<file path="src/rtl/pulse_stretch_pkg.sv">
// Shared types and helpers for the pulse stretcher: FSM state encoding and
// counter-width calculation.
package pulse_stretch_pkg;

  typedef enum logic [1:0] {
    IDLE = 2'd0,
    ON   = 2'd1,
    GAP  = 2'd2
  } state_t;

  // Counter must hold the larger of the two phase lengths minus one.
  function automatic int cnt_width_f(input int on_cycles, input int off_cycles);
    int max_v;
    if (on_cycles > off_cycles) begin
      max_v = on_cycles;
    end else begin
      max_v = off_cycles;
    end
    return $clog2(max_v + 32'sd1);
  endfunction

endpackage

</file>
<file path="src/rtl/rise_detect.sv">
// Rising-edge detector for an already-synchronous trigger. The history register
// resets high so a level held through reset release is not taken as an event.
module rise_detect (
  input  logic CLK,
  input  logic RESET,
  input  logic trigger,
  output logic rise
);

  logic prev_r;

  // Previous-cycle trigger value.
  always_ff @(posedge CLK) begin
    if (RESET) begin
      prev_r <= 1'b1;
    end else begin
      prev_r <= trigger;
    end
  end

  assign rise = trigger & ~prev_r;

endmodule

</file>
<file path="src/rtl/pulse_stretcher.sv">
// Stretches trigger rising edges into pulses of ON_CYCLES high followed by at
// least OFF_CYCLES low. Define PULSE_STRETCH_RETRIGGER_EN to extend a pulse on events during ON.
module pulse_stretcher
  import pulse_stretch_pkg::*;
#(
  parameter int ON_CYCLES  = 8,
  parameter int OFF_CYCLES = 4
) (
  input  logic CLK,
  input  logic RESET,
  input  logic trigger,
  output logic pulse_out,
  output logic busy,
  output logic trans_up,
  output logic trans_dn
);

  localparam int CNT_W = cnt_width_f(ON_CYCLES, OFF_CYCLES);
  localparam logic [CNT_W-1:0] ON_LOAD  = CNT_W'(ON_CYCLES - 32'sd1);
  localparam logic [CNT_W-1:0] OFF_LOAD = CNT_W'(OFF_CYCLES - 32'sd1);
  localparam logic [CNT_W-1:0] CNT_ZERO = CNT_W'(1'b0);
  localparam logic [CNT_W-1:0] CNT_ONE  = CNT_W'(1'b1);

  state_t           state_r, state_nxt_s;
  logic [CNT_W-1:0] cnt_r, cnt_nxt_s;
  logic             pend_r, pend_nxt_s;
  logic             rise_s;
  logic             pulse_out_r, busy_r, trans_up_r, trans_dn_r;
  logic             pulse_nxt_s, busy_nxt_s, up_nxt_s, dn_nxt_s;

  rise_detect u_rise (
    .CLK     (CLK),
    .RESET   (RESET),
    .trigger (trigger),
    .rise    (rise_s)
  );

  // State, counter, pending flag and registered outputs.
  always_ff @(posedge CLK) begin
    if (RESET) begin
      state_r     <= IDLE;
      cnt_r       <= CNT_ZERO;
      pend_r      <= 1'b0;
      pulse_out_r <= 1'b0;
      busy_r      <= 1'b0;
      trans_up_r  <= 1'b0;
      trans_dn_r  <= 1'b0;
    end else begin
      state_r     <= state_nxt_s;
      cnt_r       <= cnt_nxt_s;
      pend_r      <= pend_nxt_s;
      pulse_out_r <= pulse_nxt_s;
      busy_r      <= busy_nxt_s;
      trans_up_r  <= up_nxt_s;
      trans_dn_r  <= dn_nxt_s;
    end
  end

  // Next-state, counter and pending-flag logic.
  always_comb begin
    state_nxt_s = state_r;
    cnt_nxt_s   = cnt_r;
    pend_nxt_s  = pend_r;
    case (state_r)
      IDLE: begin
        if (rise_s) begin
          state_nxt_s = ON;
          cnt_nxt_s   = ON_LOAD;
        end else begin
          state_nxt_s = IDLE;
        end
      end
      ON: begin
`ifdef PULSE_STRETCH_RETRIGGER_EN
        if (rise_s) begin
          cnt_nxt_s = ON_LOAD;
        end else if (cnt_r == CNT_ZERO) begin
          state_nxt_s = GAP;
          cnt_nxt_s   = OFF_LOAD;
        end else begin
          cnt_nxt_s = cnt_r - CNT_ONE;
        end
`else
        if (rise_s) begin
          pend_nxt_s = 1'b1;
        end else begin
          pend_nxt_s = pend_r;
        end
        if (cnt_r == CNT_ZERO) begin
          state_nxt_s = GAP;
          cnt_nxt_s   = OFF_LOAD;
        end else begin
          cnt_nxt_s = cnt_r - CNT_ONE;
        end
`endif
      end
      GAP: begin
        // An event in the final gap cycle starts the next pulse without waiting.
        if (cnt_r == CNT_ZERO) begin
          pend_nxt_s = 1'b0;
          if (pend_r | rise_s) begin
            state_nxt_s = ON;
            cnt_nxt_s   = ON_LOAD;
          end else begin
            state_nxt_s = IDLE;
            cnt_nxt_s   = CNT_ZERO;
          end
        end else begin
          cnt_nxt_s = cnt_r - CNT_ONE;
          if (rise_s) begin
            pend_nxt_s = 1'b1;
          end else begin
            pend_nxt_s = pend_r;
          end
        end
      end
      default: begin
        state_nxt_s = IDLE;
        cnt_nxt_s   = CNT_ZERO;
        pend_nxt_s  = 1'b0;
      end
    endcase
  end

  // Output values for the next cycle, derived from the transition being taken.
  always_comb begin
    pulse_nxt_s = (state_nxt_s == ON);
    busy_nxt_s  = (state_nxt_s != IDLE) | pend_nxt_s;
    up_nxt_s    = (state_nxt_s == ON) && (state_r != ON);
    dn_nxt_s    = (state_r == ON) && (state_nxt_s != ON);
  end

  assign pulse_out = pulse_out_r;
  assign busy      = busy_r;
  assign trans_up  = trans_up_r;
  assign trans_dn  = trans_dn_r;

endmodule

</file>
<file path="config.mk">
export PLATFORM = sky130hd
export DESIGN_NAME = pulse_stretcher
export DESIGN_NICKNAME = d
export VERILOG_FILES = /design/src/rtl/pulse_stretch_pkg.sv /design/src/rtl/rise_detect.sv /design/src/rtl/pulse_stretcher.sv
export SDC_FILE = /design/constraint.sdc
export NUM_CORES = 1
export LEC_CHECK = 0
export CAP_MARGIN = 20
export CORE_MARGIN = 4
export CORE_UTILIZATION = 40
export CTS_BUF_LIST = sky130_fd_sc_hd__clkbuf_4 sky130_fd_sc_hd__clkbuf_8
export DETAILED_ROUTE_END_ITERATION = 6
export GPL_TIMING_DRIVEN = 0
export PLACE_DENSITY = 0.61
export SLEW_MARGIN = 40
export SYNTH_ARGS = -nofsm -noshare
export SYNTH_HDL_FRONTEND = slang
export SYNTH_SLANG_ARGS = --single-unit
</file>
<file path="constraint.sdc">
create_clock -name CLK -period 1.6 [get_ports CLK]
set_input_delay 0.16 -clock CLK [delete_from_list [all_inputs] [get_ports CLK]]
set_output_delay 0.16 -clock CLK [all_outputs]
set_load 0.02 [all_outputs]
</file>
-- Word-level counts from Yosys, hierarchy flattened
Index checks and enable logic that the tools add are counted.
- register bits: 12
- input bits: 3
- output and inout port bits: 4
- word-level logic and storage cells: 37
- add/subtract/negate cells: 1
- equal/unequal tests: 6
- mux-type cells: 13
- bitwise operators: 4
- reduce and logical (&&, ||, !) cells: 5
- operators with widths (operator ; number):
    two-way mux 4 bit ; 3
    one-hot mux 4 bit (3 select lines) ; 1
    one-hot mux 2 bit (3 select lines) ; 1
    == test 2 x 1 -> 1 bit, second input constant ; 2
    logical NOT 4 bit ; 1
    two-way mux 1 bit ; 4
    two-way mux 2 bit ; 2
    != test 2 x 1 -> 1 bit, second input constant ; 2
    subtractor 4 x 1 -> 4 bit, second input constant ; 1
    two-way mux 3 bit ; 1
    one-hot mux 1 bit (3 select lines) ; 1
    == test 2 bit, second input constant ; 1
    logical AND 1 bit ; 2
    logical NOT 2 bit ; 1
    != test 2 bit, second input constant ; 1
    bitwise OR 1 bit ; 2
    nonzero test 2 bit ; 1
    bitwise AND 1 bit ; 1
    inverter 1 bit ; 1

-- Logic depth before layout (Yosys ltp)
- depth in word-level cells: 8
- depth in mapped cells: 7
- gate-level depth less buffers: 6

-- Modules after synthesis
Synthesis repeated with hierarchy kept, for this count alone.
- cells, all modules: 70
- area total of the unflattened synthesis: 626.9 um2
- modules (own cells, without submodules) (module ; times used ; cells each ; area each (um2) ; seq. area each (um2)):
    pulse_stretcher ; 1 ; 67 ; 594.3 ; 220.2
    rise_detect ; 1 ; 3 ; 32.5 ; 20.0

-- Worst setup path before layout
Ideal clock, no wire load.
- path type: register -> register
- start: register cnt_r[0]
- end: register pulse_out_r (netlist: pulse_out)
- library setup time: 0.100 ns
- arrival time: 1.480 ns
- required time: 1.500 ns
- slack: 0.020 ns
- cell stages (with the launch flop): 7
- path buffers: 1
- clock period less this slack: 1.580 ns
- cell sequence: dfxtp_1 > inv_1 > ha_1 > or3b_1 > buf_6 > and2_4 > a2111oi_4
- longest elaborated chain between the ends: 4
- elaborated cells between the ends (all ways): 5
- those cells by class: eq/ne (1); mux (3); reduce/logical (1)
- ends and longest elaborated chain (item ; RTL line ; text):
    from (decl) ; pulse_stretcher.sv:25 ; logic [CNT_W-1:0] cnt_r, cnt_nxt_s;
    from (signal assigned) ; pulse_stretcher.sv:50 ; cnt_r <= cnt_nxt_s;
    logical NOT 4 bit (*) ; pulse_stretcher.sv:89, pulse_stretcher.sv:99 ;
    two-way mux 2 bit (on tied branches) ; pulse_stretcher.sv:99, pulse_stretcher.sv:89 ;
    one-hot mux 2 bit (3 select lines) (*) ; pulse_stretcher.sv:64 ; case (state_r)
    == test 2 x 1 -> 1 bit (*) ; pulse_stretcher.sv:127 ; pulse_nxt_s = (state_nxt_s == ON);
    to (signal assigned) ; pulse_stretcher.sv:52 ; pulse_out_r <= pulse_nxt_s;
    to (decl) ; pulse_stretcher.sv:28 ; logic pulse_out_r, busy_r, trans_up_r, trans_dn_r;
Every way passes the cells marked *; elsewhere a longest branch is shown, timed or not.
A chain may end at the register's enable or synchronous reset.

-- Worst setup path after layout
- start: register cnt_r[1]
- end: register cnt_r[1]
- longest elaborated chain between the ends: 3
- elaborated cells between the ends (all ways): 5
- those cells by class: add/sub (1); mux (3); reduce/logical (1)
- ends and longest elaborated chain (item ; RTL line):
    subtractor 4 x 1 -> 4 bit / logical NOT 4 bit (equally long branches) ; n/a
    two-way mux 4 bit (on tied branches) ; pulse_stretcher.sv:99, pulse_stretcher.sv:89
    one-hot mux 4 bit (3 select lines) (*) ; pulse_stretcher.sv:64
Marks and branches as above.

==> results.md <==
Clocking:
- The number of clock buffers added by TritonCTS is 3.
- The count of hold buffers inserted by post-cts repair is 0.
- The source-to-sink clock delay at the later pin of the worst-skew pair is 280 ps.
- The TritonCTS sink count is 12.
- In this run the number of H-tree levels came out at 1.
- Clock tree synthesis selected as its root buffer the cell sky130_fd_sc_hd__clkbuf_4.
- Clock-pin slew was measured on the worst setup and hold paths at 80 ps.
- TritonCTS built the clock tree.
- The longest clock path from root to sink contains 2 buffers.

Pwr:
- Summed over all cells, the static leakage comes to roughly 0.32 nW.
- Summed over all nets, the switching power comes to 0.3093 mW.
- Of the total power, the share spent switching nets is 0.3277.
- The relative contribution of the clock network to total power is 0.265.
- The proportion of power drawn by combinational gates is 0.360.
- The internal portion of the total power is between 0.6 and 0.7 mW.
- The part of the total power dissipated in sequential elements is 0.375.
- The largest vdd supply drop is 0.0005392 V.
- Power spread over the standard cell area amounts to 1095 nW/um^2.
- The total power after layout is 0.9438 mW.

Setup path:
- The critical path goes through inv_2 -> ha_4 -> or3b_1 -> buf_6 -> nor3_4 -> o41ai_2 -> a32o_1.
- The endpoint kind of the worst setup timing path is a register.
- In this run the worst path has a maximum fanout of 7.
- The standard cell with the maximum stage delay on the critical path is sky130_fd_sc_hd__or3b_1.
- The number of cells traversed by the worst register-to-register path is 7.
- The critical path class is reg2reg.
- The required time of the critical path is 1780 ps.
- The element type at the critical path start is a register.
- The capture instance of the worst register-to-register path is cnt_r[1]$_SDFFE_PP0P_.
- Data on the critical path arrives at its endpoint at about 1800 ps.
- In this run the critical register-to-register path is launched from cnt_r[1]$_SDFFE_PP0P_.
- Across all register-to-register paths, the minimum setup slack is 20 ps.
- For this run, the slowest stage of the critical path takes 350 ps.

Global route:
- The wire length of the first global-routing pass is 2187 um.
- The number of antenna violations at the first check in global routing is 0.
- Entering global routing, the biggest net connects 11 pins.
- The global routing usage summed across all routing layers is 0.1205.
- Global routing finished with a remaining overflow of 0.
- The via count of the first global-routing pass came to 462.

Synthesis:
- After synthesis, the netlist uses 35 different library cells.
- After synthesis the netlist holds a flip-flop and latch count of 12.
- The number of synthesized flops with an enable pin is 0.
- The synthesized netlist net count is 73.
- Counting every instance in the synthesized netlist gives 68.
- The most used flip-flop cell after synthesis is sky130_fd_sc_hd__dfxtp_1.
- The mean instance size in the synthesized netlist is 9.734 sq um.
- Yosys printed 0 warnings.
- After synthesis, the cell types taking the most area are sky130_fd_sc_hd__dfxtp_1 (36%), sky130_fd_sc_hd__a2111oi_4 (8.3%), sky130_fd_sc_hd__nor2_1 (4.0%).
- The part of the Yosys area used for sequential elements is 0.3629.
- The cell area after synthesis is 661.9 sq um.
- The area fraction of the dominant cell type after synthesis is 0.3629.
- The fraction of registers with async set/reset is 0.
- The leading area contributor after synthesis is sky130_fd_sc_hd__dfxtp_1.

STA:
- The setup slack after layout is 17.87 ps.
- Subtracting the final worst setup slack from the clock period gives approximately 1600 ps.
- Setup repair after global routing could not meet its margin everywhere.
- Summed over all failing endpoints, the final setup total negative slack is 0 ps.
- The number of max-slew violations in the final report came to 0.
- Setup violations remaining at the end of the flow were counted as 0.
- The worst setup skew after layout is 0.5216 ps.
- Of the available clock period, the critical path in the final layout requires 0.9888.
- Derived from the worst setup path, the maximum achievable clock frequency is 632.1 MHz.
- The worst slew slack as a fraction of its limit is 0.5984.
- At the pin with the least slew margin, the transition time is 602.5 ps.
- The hold violation total from the final report is 0.
- The worst hold slack is 457.9 ps.

Drt:
- The detailed-route vias per instance is 5.670.
- The total detailed-routing wirelength is 1462 um.
- The number of iterations in the first detailed-routing pass is 4.
- In the routed design, unresolved DRC markers number 0.
- For this block, the initial DRC count from the detailed router was 9.
- The post-detailed-route count of antenna-violating nets is 0.
- The detailed router placed ~570 vias in this run.
- The detail-routed net length per standard cell is 14.62 um.

Placed design:
- The placed instances occupy a cell area of 742.0 sq um.
- The quantity of I/O buffers inserted on ports is 6.
- The global placement routability congestion is roughly 0.76.
- The number of cells in the design after placement is 90.
- The worst slack at placement is -117.4 ps.
- The HPWL after detailed placement is 879.3 um.

Flow run:
- The max capacitance violation total is 0.

Cells and area:
- The area of all placed cells without fillers is ~860 sq um.
- The sequential standard cell area is 242.7 sq um.
- The layout filler cell count is about 140.
- The number of antenna diodes in the final layout is 0.
- The utilization after layout is 0.5593.
- The post-route non-filler standard cell count is 100.
- Of the cells placed in the final design, the portion with a size suffix greater than 1 is 0.3571.
- The total area of multi-input combinational cells is about 420 sq um.
- The synthesis-to-layout area growth is 30.25%.
- The number of nets in the final layout is 90.

Die:
- The core area is 1541 sq um.
- The die covers 2370 sq um.
- The floorplan has 14 rows.
- For this configuration, the core starts out at a cell density of 0.4294.
- 7 I/O pins were placed.
- Measured along the y axis, the die boundary spans 48.68 um.
- Measured along the x axis, the die boundary spans 48.68 um.

Outcome:
- The run finished with clean final reports.

Hold path:
- For hold timing, the worst endpoint is u_rise.prev_r$_SDFF_PP1_.
- The worst hold path was traced through 2 stages.
- The type of the tightest min-delay check is in2reg.
- The worst min-delay path startpoint is trigger.
[sequential cells by signal, indices dropped and copies added (netlist names)]
name and cells:
pend_r 1, state_r 2, cnt_r 4, pulse_out 1, trans_up 1, u_rise.prev_r 1
busy 1, trans_dn 1
[synth_stat cells (2+ instances only)]
master / count
sky130_fd_sc_hd__dfxtp_1: 12
sky130_fd_sc_hd__nor2_1: 7
sky130_fd_sc_hd__a21oi_1: 5
sky130_fd_sc_hd__inv_1: 3
sky130_fd_sc_hd__nor3_1: 3
sky130_fd_sc_hd__a2111oi_4: 2
sky130_fd_sc_hd__a211oi_1: 2
sky130_fd_sc_hd__buf_1: 2
sky130_fd_sc_hd__ha_1: 2
sky130_fd_sc_hd__mux2i_1: 2
sky130_fd_sc_hd__nor2b_1: 2
sky130_fd_sc_hd__o21ai_0: 2
sky130_fd_sc_hd__or2_2: 2
[layout by cell type (no fill, tap or decap), types with 3 or more instances in the layout]
cell type,netlist,final
sky130_fd_sc_hd__dfxtp_1,12,10
sky130_fd_sc_hd__nor2_1,7,7
sky130_fd_sc_hd__clkdlybuf4s50_1,0,6
sky130_fd_sc_hd__buf_4,0,6
sky130_fd_sc_hd__a21oi_1,5,5
sky130_fd_sc_hd__buf_1,2,3
sky130_fd_sc_hd__clkbuf_4,0,3
[how the worst max path moves through the flow]
stage                     startpoint                    end  slack [ps]  cells after the start
6_report       cnt_r[1]$_SDFFE_PP0P_  cnt_r[1]$_SDFFE_PP0P_          20                      7
5_1_grt        cnt_r[0]$_SDFFE_PP0P_  cnt_r[1]$_SDFFE_PP0P_         -50                      7
4_1_cts        cnt_r[0]$_SDFFE_PP0P_   pulse_out$_SDFF_PP0_           8                      6
3_5_place_dp   cnt_r[0]$_SDFFE_PP0P_  cnt_r[2]$_SDFFE_PP0P_        -120                      6
3_3_place_gp   cnt_r[0]$_SDFFE_PP0P_  cnt_r[2]$_SDFFE_PP0P_        -120                      6
2_1_floorplan  cnt_r[0]$_SDFFE_PP0P_   pulse_out$_SDFF_PP0_          20                      6
[repair_timing]
item / in CTS / in global routing
gates cloned: 0 / 0
buffers inserted: 4 / 2
pin swaps: 0 / 3
setup endpoints to repair: 6 / 5
resized for setup: 7 / 4
[metal layers]
metal  track usage  vias up  share of wire
li1              -      282              -
met1        0.1498      265           0.46
met2        0.1804       13           0.46
met3       0.03067        7          0.041
met4       0.08072        0          0.036
met5             0        -              0
[power by group through the flow]
stage / Combinational [mW] / Clock (mW) / Sequential [mW]
floorplan: 0.198 / 0 / 0.360
global placement: 0.254 / 0 / 0.360
detailed placement: 0.254 / 0 / 0.360
CTS: 0.297 / 0.259 / 0.352
global route: 0.368 / 0.279 / 0.357
finish: 0.340 / 0.250 / 0.354
[cells by family (layout without fill, tap and decap cells)]
kind of cell	Yosys count	count (layout)	share of synthesized area
compound gates	18	18	0.2495
xor+xnor	1	1	0.01323
fa+ha+maj	2	2	0.03780
buf+inv	8	24	0.05859
flops	12	12	0.3629
mux	3	3	0.04726
simple gates	24	24	0.2306
[cell type report]
type	instances	share of cell area
Buffer	5	0.03193
Clock buffer	4	0.04209
Inverter	3	0.01306
Multi-Input combinational cell	48	0.4862
Sequential cell	12	0.2816
Tap cell	16	0.02322
Timing Repair Buffer	12	0.1219
[critical path, delay by kind of cell, from the launching register on]
family / cells / cell delay, ps
AND/OR/NAND/NOR: 2 / 490
flip-flops: 1 / 330
AO/OA/AOI/OAI: 2 / 310
buffers and inverters: 2 / 230
adder cells (fa/ha/maj): 1 / 120
Note: power is estimated with default switching activity, not from simulation.
